--- src/rtl/regfile_pkg.sv ---
// Shared constants and enums for the register-file write-back slice.
package regfile_pkg;

    localparam int DATA_W   = 32;
    localparam int ADDR_W   = 5;
    localparam int NUM_REGS = 32;

    localparam logic [ADDR_W-1:0] SP_ADDR = 5'd29;
    localparam logic [DATA_W-1:0] SP_INIT = 32'd252;

    // Clear index is one bit wider than an address so it can reach NUM_REGS.
    localparam logic [ADDR_W:0]   CLR_FIRST = 6'd1;
    localparam logic [ADDR_W:0]   CLR_END   = 6'd32;

    typedef enum logic {
        CLEAR = 1'b0,
        RUN   = 1'b1
    } wb_state_t;

    typedef enum logic {
        SRC_ALU = 1'b0,
        SRC_MEM = 1'b1
    } wb_src_t;

endpackage : regfile_pkg

--- src/rtl/wb_rr_arbiter.sv ---
// Two-requester round-robin grant for the write-back port.
// Under contention the requester not named by last_grant wins and becomes
// the new last_grant; a lone requester is simply granted.
module wb_rr_arbiter
    import regfile_pkg::*;
(
    input  logic clk,
    input  logic nrst,
    input  logic enable,
    input  logic req_alu,
    input  logic req_mem,
    output logic gnt_alu,
    output logic gnt_mem
);

    wb_src_t last_grant_r;
    logic    gnt_alu_s;
    logic    gnt_mem_s;

    // Combinational grant; nothing is granted while disabled.
    always_comb begin
        gnt_alu_s = 1'b0;
        gnt_mem_s = 1'b0;
        if (!enable) begin
            gnt_alu_s = 1'b0;
            gnt_mem_s = 1'b0;
        end else if (req_alu && req_mem) begin
            if (last_grant_r == SRC_ALU) begin
                gnt_mem_s = 1'b1;
            end else begin
                gnt_alu_s = 1'b1;
            end
        end else if (req_alu) begin
            gnt_alu_s = 1'b1;
        end else if (req_mem) begin
            gnt_mem_s = 1'b1;
        end else begin
            gnt_alu_s = 1'b0;
            gnt_mem_s = 1'b0;
        end
    end

    // Remember the winner of each contended cycle.
    always_ff @(posedge clk) begin
        if (nrst) begin
            last_grant_r <= SRC_ALU;
        end else if (enable && req_alu && req_mem) begin
            last_grant_r <= gnt_mem_s ? SRC_MEM : SRC_ALU;
        end else begin
            last_grant_r <= last_grant_r;
        end
    end

    assign gnt_alu = gnt_alu_s;
    assign gnt_mem = gnt_mem_s;

endmodule : wb_rr_arbiter

--- src/rtl/regfile_writeback.sv ---
// Write-side master of the 32x32 register file: clears r1..r31 after reset
// (stack pointer gets its initial value), then arbitrates ALU and load
// results onto the single registered write port with a one-entry bypass.
module regfile_writeback
    import regfile_pkg::*;
(
    input  logic              clk,
    input  logic              nrst,
    input  logic              alu_valid,
    output logic              alu_ready,
    input  logic [ADDR_W-1:0] alu_addr,
    input  logic [DATA_W-1:0] alu_data,
    input  logic              mem_valid,
    output logic              mem_ready,
    input  logic [ADDR_W-1:0] mem_addr,
    input  logic [DATA_W-1:0] mem_data,
    output logic              wr_en,
    output logic [ADDR_W-1:0] wr_addr,
    output logic [DATA_W-1:0] wr_data,
    output logic              init_done,
    output logic              r0_drop,
    input  logic [ADDR_W-1:0] byp_addrA,
    input  logic [ADDR_W-1:0] byp_addrB,
    output logic              byp_hitA,
    output logic              byp_hitB,
    output logic [DATA_W-1:0] byp_dataA,
    output logic [DATA_W-1:0] byp_dataB
);

    wb_state_t         state_r;
    logic [ADDR_W:0]   clr_idx_r;
    logic              wr_en_r;
    logic [ADDR_W-1:0] wr_addr_r;
    logic [DATA_W-1:0] wr_data_r;
    logic              init_done_r;
    logic              r0_drop_r;

    logic              run_s;
    logic              gnt_alu_s;
    logic              gnt_mem_s;
    logic              xfer_s;
    logic [ADDR_W-1:0] src_addr_s;
    logic [DATA_W-1:0] src_data_s;
    logic              hit_a_s;
    logic              hit_b_s;
    logic [DATA_W-1:0] data_a_s;
    logic [DATA_W-1:0] data_b_s;

    assign run_s = (state_r == RUN);

    wb_rr_arbiter u_arb (
        .clk     (clk),
        .nrst    (nrst),
        .enable  (run_s),
        .req_alu (alu_valid),
        .req_mem (mem_valid),
        .gnt_alu (gnt_alu_s),
        .gnt_mem (gnt_mem_s)
    );

    // Select the granted source; a grant is only ever given to a valid source.
    always_comb begin
        xfer_s     = 1'b0;
        src_addr_s = {ADDR_W{1'b0}};
        src_data_s = {DATA_W{1'b0}};
        if (gnt_mem_s) begin
            xfer_s     = 1'b1;
            src_addr_s = mem_addr;
            src_data_s = mem_data;
        end else if (gnt_alu_s) begin
            xfer_s     = 1'b1;
            src_addr_s = alu_addr;
            src_data_s = alu_data;
        end else begin
            xfer_s     = 1'b0;
            src_addr_s = {ADDR_W{1'b0}};
            src_data_s = {DATA_W{1'b0}};
        end
    end

    // Clear sequencer plus registered write port; reset discards anything in flight.
    always_ff @(posedge clk) begin
        if (nrst) begin
            state_r     <= CLEAR;
            clr_idx_r   <= CLR_FIRST;
            wr_en_r     <= 1'b0;
            wr_addr_r   <= {ADDR_W{1'b0}};
            wr_data_r   <= {DATA_W{1'b0}};
            init_done_r <= 1'b0;
            r0_drop_r   <= 1'b0;
        end else begin
            case (state_r)
                CLEAR: begin
                    r0_drop_r <= 1'b0;
                    if (clr_idx_r == CLR_END) begin
                        wr_en_r     <= 1'b0;
                        init_done_r <= 1'b1;
                        state_r     <= RUN;
                    end else begin
                        wr_en_r   <= 1'b1;
                        wr_addr_r <= clr_idx_r[ADDR_W-1:0];
                        wr_data_r <= (clr_idx_r[ADDR_W-1:0] == SP_ADDR) ? SP_INIT
                                                                         : {DATA_W{1'b0}};
                        clr_idx_r <= clr_idx_r + 6'd1;
                    end
                end
                RUN: begin
                    if (xfer_s && (src_addr_s == {ADDR_W{1'b0}})) begin
                        // r0 is hard zero: accept the result but never write it.
                        wr_en_r   <= 1'b0;
                        r0_drop_r <= 1'b1;
                    end else if (xfer_s) begin
                        wr_en_r   <= 1'b1;
                        wr_addr_r <= src_addr_s;
                        wr_data_r <= src_data_s;
                        r0_drop_r <= 1'b0;
                    end else begin
                        wr_en_r   <= 1'b0;
                        r0_drop_r <= 1'b0;
                    end
                end
                default: begin
                    state_r   <= CLEAR;
                    clr_idx_r <= CLR_FIRST;
                    wr_en_r   <= 1'b0;
                    r0_drop_r <= 1'b0;
                end
            endcase
        end
    end

    // Forward the write in flight to operand readers; r0 never forwards.
    always_comb begin
        hit_a_s  = 1'b0;
        hit_b_s  = 1'b0;
        data_a_s = {DATA_W{1'b0}};
        data_b_s = {DATA_W{1'b0}};
        hit_a_s  = wr_en_r && (byp_addrA == wr_addr_r) && (byp_addrA != {ADDR_W{1'b0}});
        hit_b_s  = wr_en_r && (byp_addrB == wr_addr_r) && (byp_addrB != {ADDR_W{1'b0}});
        if (hit_a_s) begin
            data_a_s = wr_data_r;
        end else begin
            data_a_s = {DATA_W{1'b0}};
        end
        if (hit_b_s) begin
            data_b_s = wr_data_r;
        end else begin
            data_b_s = {DATA_W{1'b0}};
        end
    end

    assign alu_ready = gnt_alu_s;
    assign mem_ready = gnt_mem_s;
    assign wr_en     = wr_en_r;
    assign wr_addr   = wr_addr_r;
    assign wr_data   = wr_data_r;
    assign init_done = init_done_r;
    assign r0_drop   = r0_drop_r;
    assign byp_hitA  = hit_a_s;
    assign byp_hitB  = hit_b_s;
    assign byp_dataA = data_a_s;
    assign byp_dataB = data_b_s;

endmodule : regfile_writeback

--- config.mk ---
export PLATFORM = sky130hd
export DESIGN_NAME = regfile_writeback
export DESIGN_NICKNAME = d
export VERILOG_FILES = /design/src/rtl/regfile_pkg.sv /design/src/rtl/wb_rr_arbiter.sv /design/src/rtl/regfile_writeback.sv
export SDC_FILE = /design/constraint.sdc
export NUM_CORES = 1
export LEC_CHECK = 0
export ABC_AREA = 1
export CORE_ASPECT_RATIO = 0.8
export CORE_MARGIN = 5
export CORE_UTILIZATION = 40
export CTS_BUF_LIST = sky130_fd_sc_hd__clkbuf_16
export CTS_CLUSTER_DIAMETER = 120
export DETAILED_ROUTE_END_ITERATION = 16
export GPL_ROUTABILITY_DRIVEN = 0
export PLACE_DENSITY = 0.86
export SETUP_SLACK_MARGIN = 0.1
export SYNTH_ARGS = -nofsm -noshare
export SYNTH_HDL_FRONTEND = slang
export SYNTH_SLANG_ARGS = --single-unit
--- constraint.sdc ---
create_clock -name clk -period 3.5 [get_ports clk]
set_clock_uncertainty 0.1 [all_clocks]
set_input_delay 0.525 -clock clk [delete_from_list [all_inputs] [get_ports clk]]
set_output_delay 0.525 -clock clk [all_outputs]
set_load 0.01 [all_outputs]
==> results of run 1 <==
state kept, by name, summed over array words and instances, names as in the netlist:
| register | flops |
|---|---|
| run_s | 1 |
| clr_idx_r | 6 |
| u_arb.last_grant_r | 1 |
| wr_data | 32 |
| r0_drop | 1 |
| init_done | 1 |
| wr_en | 1 |
| wr_addr | 5 |
routing by layer:
metal / vias to the layer above / global-route usage, %
met1: 1739 / 27.5
li1: 1943 / -
met2: 156 / 39.8
met5: - / 0
met3: 7 / 4.94
met4: 0 / 3.78
per-stage QoR:
step,hold WS (ns),utilization [%],worst slack [ns],cells
2_1_floorplan,0.340,-,1.17,508
3_3_place_gp,0.361,68.4,0.358,790
3_5_place_dp,0.370,68.4,0.213,790
4_1_cts,0.380,70.7,0.207,798
5_1_grt,0.418,70.7,0.112,798
6_report,0.378,70.7,0.241,798
placed cells by master, fill, tap and decap left out, types with 5 or more instances in the layout:
| master | instances |
|---|---|
| a21oi_1 | 11 |
| clkdlybuf4s50_1 | 195 |
| inv_1 | 80 |
| buf_4 | 6 |
| nor2_1 | 125 |
| nor3_1 | 35 |
| a22o_1 | 29 |
| nand2_1 | 105 |
| clkbuf_16 | 5 |
| nand3_1 | 17 |
| o21ai_0 | 8 |
| dfxtp_1 | 48 |
worst max path at each step:
stage | slack [ns] | cells after the start | endpoint | from
floorplan | 1.17 | 7 | byp_dataA[10] | byp_addrA[3]
global placement | 0.36 | 9 | byp_dataA[10] | byp_addrA[3]
detailed placement | 0.21 | 9 | byp_dataA[11] | byp_addrA[3]
CTS | 0.21 | 9 | byp_dataA[11] | byp_addrA[3]
global route | 0.11 | 9 | byp_dataA[7] | byp_addrA[3]
finish | 0.24 | 9 | byp_dataA[11] | byp_addrA[3]
kinds of logic after synthesis:
kind of cell | Yosys count | share of synthesized area (%)
xor gates and xnor gates | 3 | 0.860
and+or+nand+nor | 293 | 39.4
buffers and inverters | 108 | 14.3
AOI/OAI and AO/OA | 53 | 12.9
adders and majority gates | 3 | 1.23
DFF | 48 | 31.4
layout make-up:
cell class / instances / share of cell area (%)
flip-flops and latches: 48 / 18.3
inverters: 82 / 5.86
multi-input cells: 352 / 31.6
clock inverters: 3 / 0.738
well taps: 105 / 2.50
clock buffers: 5 / 2.38
repair buffers: 203 / 38.6
timing repair:
item	in CTS	in global routing
resized for setup	0	2
setup endpoints to repair	0	31
setup buffers	0	0
where the power goes:
group	leakage [nW]	switching (mW)	internal [mW]
sequential	0.388	0.00889	0.554
combinational	1.78	0.0709	0.116
clock	0.0850	0.200	0.333
worst max-delay path: stages:
cell and delay, ns:
clkdlybuf4s50_1 0.45, or2_2 0.30, a21oi_1 0.15, nand4_1 0.12, nor2_2 0.14, inv_1 0.09, buf_6 0.18, nor2_1 0.12
clkdlybuf4s50_1 0.56
==> reports/qor.yml, run 1 <==
r2r_cells: 10
crit-reg2reg-launch: "run_s"
syn_inst: 508
hold-path-cell-count: 2
dpl_cell_area_um2: 5080
p_total_mw: 1.28
endpoint_kind: "output pin"
synth_top_area_cell: "dfxtp_1"
fmax_ghz: 0.307
stdcell_area_um2: 5250
vdd_ir_drop_max_mv: 0.254
ys_top_cells_by_area: "dfxtp_1 31%, nor2_1 15%, nand2_1 13%"
rsz0062_at_grt: "no"
die_y_um: 88.2
regArea_um2: 961
clkSinkCount: 48
start_util_pct: 41.1
drive_above_1_share_pct: 3.75
r2r-end: "wr_data[19]"
hold_viol_final: 0
clk_pin_slew_ns: 0.06
drtIter0Drc: 205
drt-wirelength-per-cell_um: 13.6
power_density_nw_per_um2: 244
tns_ns: 0
final_max_slew_viol_count: 0
clockBufferDepth: 2
cts_root_buf: "clkbuf_16"
maxCapViolations: 0
synth_fp_nets: 599
yosysMostFrequentCell: "nor2_1"
vias: 3845
ys_warn_count: 0
routed_via_density: 4.82
yosysSeqAreaShare_pct: 31.4
min_to: "clr_idx_r[5]"
coreArea_um2: 7430
ys_types: 28
num_antenna_cells: 0
nFillCells: 633
first_global_vias: 3598
setup_viol: 0
synth_top_area_share_pct: 31.4
ctsHoldBuffers: 0
htreeDepth: 2
arrival_ns: 2.63
r2r_slack_ns: 1.28
port_buffers: 195
fin_crit_sh_pct: 93.1
route.met2.wl_mm: 5.29
routed_wl_mm: 10.9
std_cell_rows: 28
p_leak_nw: 2.25
wl_met3_um: 918
synth-async-reset-ratio_pct: 0
ioPinCount: 196
synth-edff-count: 0
area_delta_synth_final_pct: 71.9
multiInputGateArea_um2: 1660
min-delay-start: "clr_idx_r[5]"
worst_pin_slew_ns: 0.605
status: "finished clean"
synth_commonest_cells: "126 x nor2_1, 105 x nand2_1, 79 x inv_1"
crit_type: "in2out"
drt_pass1_iterations: 5
grt_first_pass_wirelength_mm: 17.2
hp-class: "reg2reg"
syn_area_um2: 3060
final_antenna_net_count: 0
cp-start-kind: "input port"
drc: 0
worst-path-max-fanout: 31
top_layer_used: "met4"
ys.flop_type: "dfxtp_1"
clk_latency_ns: 0.28
numCtsBuffers: 5
antenna_found_initial: 0
die_w_um: 108
dieArea_um2: 9500
required_ns: 2.87
cts_tree: "built"
period_needed_ns: 3.26
slew_headroom_pct: 59.6
dp_hpwl_mm: 8.85
overflow: 0
avgSynthCellArea_um2: 6.01
grt_util_all_layers_pct: 22.1
wl_met1_mm: 4.63
fin_nets: 783
grt_max_degree: 38
ys_ff_latch: 48
Power figures use the tool's default switching activity.
==> run 2, diff against run 1 <==
Settings changed: TNS_END_PERCENT set to 10.
==> results of run 2 <==
No change in the layout: final DEF, timing and power equal those of run 1.
==> edit 1, RTL diff (flow settings as in run 1) <==
The package constant `DATA_W` goes from 32 to 16.
--- a/src/rtl/regfile_pkg.sv
+++ b/src/rtl/regfile_pkg.sv
@@ -2,5 +2,5 @@
 package regfile_pkg;
 
-    localparam int DATA_W   = 32;
+    localparam int DATA_W   = 16;
     localparam int ADDR_W   = 5;
     localparam int NUM_REGS = 32;
Ports: changed (5 resized); port bits go from 196 to 116. No check against the original RTL was run, so the function may have changed too.
==> edit 1 against run 1 <==
Count of clock-buffer cells in the layout unchanged; area after synthesis decreased by 33%; sequential share of layout area increased by 0.53 points; sequential cell count decreased by 16; total power decreased by 23%; critical path depth unchanged; cell count decreased by 36%; via count decreased by 32%; cell area decreased by 35%; wire length decreased by 35%; worst hold slack got worse by 0.019 ns; worst setup slack improved by 0.15 ns; synthesized cell count decreased by 34%; critical endpoint is now byp_dataA[5]; largest cell class unchanged; highest routed layer unchanged.
==> edit 1: results <==
metrics = {
    "detailed_routing": {
        "routed_wl_microns": 7100,
        "drtIter0Drc": 108,
        "drtPass1Iterations": 6,
    },
    "synth": {
        "syn_nets": 393,
        "ys_types": 32,
        "ys_seq_area_frac": 0.312,
        "synth_common_cells": "91 x nand2_1, 43 x nor2_1, 37 x inv_1",
    },
    "status": {
        "status": "completed",
    },
    "finish": {
        "fillCellCount": 437,
        "largest_register_ffs": 16,
        "nets": 506,
        "layout-drive-gt1-share": 0.0580,
        "multi_input_comb_cells": 246,
        "nonClockBufferCount": 119,
    },
    "grt": {
        "grt_pass1_wl_microns": 11400,
        "grt_max_degree": 22,
        "grt_pass1_vias": 2514,
    },
    "placement": {
        "dp_hpwl_microns": 5620,
        "post-place-ws_ns": 0.155,
        "io_buffers": 115,
    },
    "timing": {
        "slew_headroom": 0.512,
        "max_freq_mhz": 321,
    },
    "worst_setup_path": {
        "critPathMaxFanout": 17,
        "max_stage_delay_ns": 0.58,
        "r2r_cells": 8,
        "r2r-start": "clr_idx_r[0]",
        "reg2reg_to": "wr_addr[4]",
        "cp_data_arrival_time_ns": 2.49,
        "critPathCapture": "byp_dataA[5]",
    },
    "power": {
        "p_leak_nw": 1.41,
        "ir_drop_mv": 0.231,
    },
}
-- edit 1: cell count changes after synthesis, sizes merged, moves of 2 or more --
cell	change
nor3	-2
nor2	-81
a22o	-24
a21oi	+8
nand3	+6
o21ai	-2
buf	-7
dfxtp	-16
nand4	+3
nand2	-14
clkbuf	-6
inv	-40
-- edit 1: per-stage QoR --
stage	cell area [sq um]	total power, mW	utilization	cells
floorplan	2060	0.431	-	334
global placement	3240	0.514	0.646	502
detailed placement	3240	0.519	0.646	502
CTS	3400	0.998	0.679	510
global route	3400	1.03	0.680	510
finish	3400	0.992	0.680	510
-- edit 1: cells by family after synthesis --
| family | share of synthesized area |
|---|---|
| AOI/OAI and AO/OA | 0.108 |
| xor gates and xnor gates | 0.00852 |
| adders and majority gates | 0.0183 |
| buffers and inverters | 0.116 |
| DFF | 0.312 |
| and+or+nand+nor | 0.438 |
-- edit 1: where the power goes --
part           switching, mW  leakage [nW]  internal [mW]  total (mW)
logic                 0.0518          1.07         0.0787       0.131
clock network          0.149        0.0789          0.330       0.479
registers            0.00957         0.260          0.373       0.382
total                  0.210          1.41          0.782       0.992
-- edit 1: layer usage --
metal	track usage	share of wire	wire length, microns	vias up
met1	0.247	0.44	3100	1179
met2	0.360	0.47	3300	110
met3	0.0758	0.082	585	12
met4	0.0645	0.015	104	0
li1	-	-	-	1298
met5	0	0	0	-
-- edit 1: worst min-delay path by stage --
stage,from,to,slack (ns),cells after the start
6_report,clr_idx_r[5],clr_idx_r[5],0.36,1
5_1_grt,init_done,init_done,0.39,1
4_1_cts,clr_idx_r[5],clr_idx_r[5],0.36,1
3_5_place_dp,clr_idx_r[5],clr_idx_r[5],0.36,1
3_3_place_gp,clr_idx_r[5],clr_idx_r[5],0.34,1
2_1_floorplan,clr_idx_r[5],clr_idx_r[5],0.32,1
==> edit 2, RTL diff (config.mk and constraints of run 1) <==
Made on the original files. Reset style: asynchronous (`nrst`), changed in 2 clocked blocks.
--- a/src/rtl/wb_rr_arbiter.sv
+++ b/src/rtl/wb_rr_arbiter.sv
@@ -42,5 +42,5 @@
 
     // Remember the winner of each contended cycle.
-    always_ff @(posedge clk) begin
+    always_ff @(posedge clk or posedge nrst) begin
         if (nrst) begin
             last_grant_r <= SRC_ALU;
--- a/src/rtl/regfile_writeback.sv
+++ b/src/rtl/regfile_writeback.sv
@@ -80,5 +80,5 @@
 
     // Clear sequencer plus registered write port; reset discards anything in flight.
-    always_ff @(posedge clk) begin
+    always_ff @(posedge clk or posedge nrst) begin
         if (nrst) begin
             state_r     <= CLEAR;
Function: differs if nrst is asserted again (counterexample within 4 cycles, from zero or initial values and one cycle with nrst high); with nrst held inactive, the same outputs for 10 cycles.
==> edit 2 against run 1 <==
Worst setup slack gained 0.14 ns; area after synthesis rose by 11%; cell area grew 5.2%; wire length up 12%; first-iteration DRC count down 3.4%; sequential cell count did not move.
Power is not compared: it rests on default switching activity, and its combinational part moved more than twofold at a synthesized area within 25%.
==> edit 2: results <==
metrics = {
    "status": {
        "status": "completed",
    },
    "worst_hold_path": {
        "hp-class": "reg2reg",
        "worst_hold_path.num_cells": 1,
        "holdPathEnd": "init_done",
        "min_from": "init_done",
    },
    "detailed_routing": {
        "routed_wl_microns": 12200,
        "routed.top_layer": "met4",
        "vias": 3914,
        "dr_wl_met3_microns": 898,
        "drtIter0Drc": 198,
        "drt-met1-wl_microns": 4940,
        "via_per_inst": 4.99,
        "dr_wl_met2_microns": 6190,
        "drtPass1Iterations": 4,
    },
    "finish": {
        "nets": 764,
        "diodes": 0,
        "largest_register_ffs": 32,
        "layout-drive-gt1-share": 0.0966,
    },
    "worst_setup_path": {
        "r2r_cells": 8,
        "cp-startpoint": "byp_addrB[3]",
        "critPathMaxFanout": 33,
        "reg2reg_to": "clr_idx_r[4]",
        "cp_data_arrival_time_ns": 2.49,
        "critPathCapture": "byp_dataB[9]",
        "r2r-start": "clr_idx_r[0]",
        "max_stage_delay_ns": 0.60,
        "crit_path_top_delay_cell": "clkdlybuf4s50_1",
        "reg2reg_slack_ns": 1.03,
    },
    "grt": {
        "grt_pass1_vias": 3972,
        "grt_pass1_wl_microns": 19500,
        "met2_usage": 0.413,
        "grtUsageTotal": 0.228,
        "grtUsageMet1": 0.277,
        "grt_max_degree": 49,
        "use_met3": 0.0418,
    },
    "placement": {
        "placed_area_sq_um": 5400,
        "dp_hpwl_microns": 9600,
        "post-place-ws_ns": 0.401,
        "dp_cells": 778,
        "io_buffers": 195,
    },
    "cts": {
        "cts-root-buf": "clkbuf_16",
        "clk_pin_slew_ns": 0.06,
        "cts_htree_levels": 2,
        "post_cts_resized": 0,
        "clk_latency_ns": 0.28,
        "cts_setup_buffers": 0,
    },
    "timing": {
        "tightest_slew_ns": 1.00,
        "setup_slack_ns": 0.381,
        "fin_hold_ws_ns": 0.428,
    },
    "synth": {
        "synth_common_cells": "184 x nand2_1, 66 x nor3_1, 49 x inv_1",
        "yosys_warnings": 0,
        "synthTopCellsByArea": "dfrtp_1 35%, nand2_1 20%, nor3_1 9.7%, nand3_2 9.4%, inv_1 5.4%",
        "synth_cells": 490,
        "syn_nets": 581,
        "async_flop_share": 1.00,
        "synth-main-ff-cell": "dfrtp_1",
        "ys_seq_area_frac": 0.353,
    },
    "power": {
        "ir_drop_mv": 0.236,
        "p_leak_nw": 2.51,
    },
}
## edit 2: kinds of logic (layout without fill, tap and decap cells)
logic type	count (synthesis)	in the layout	synth area share
simple gates	335	335	0.476
fa+ha+maj	3	3	0.0110
buf+inv	83	266	0.114
xor+xnor	8	8	0.0206
flops	48	48	0.353
compound gates	13	13	0.0250
## edit 2: cell type report
| class | count | area [sq um] |
|---|---|---|
| inverters | 54 | 205 |
| fillers | 730 | 2880 |
| multi-input cells | 359 | 1820 |
| clock buffers | 5 | 125 |
| clock inverters | 2 | 7.51 |
| repair buffers | 205 | 2030 |
| flip-flops and latches | 48 | 1200 |
| well taps | 112 | 140 |
## edit 2: power groups by stage
stage	Combinational, mW	Clock [mW]	Sequential (mW)
after CTS	1.09	0.457	0.804
after global routing	1.19	0.485	0.824
after detailed placement	1.09	0	0.812
after floorplan	0.509	0	0.841
final	1.08	0.448	0.803
after global placement	1.06	0	0.804
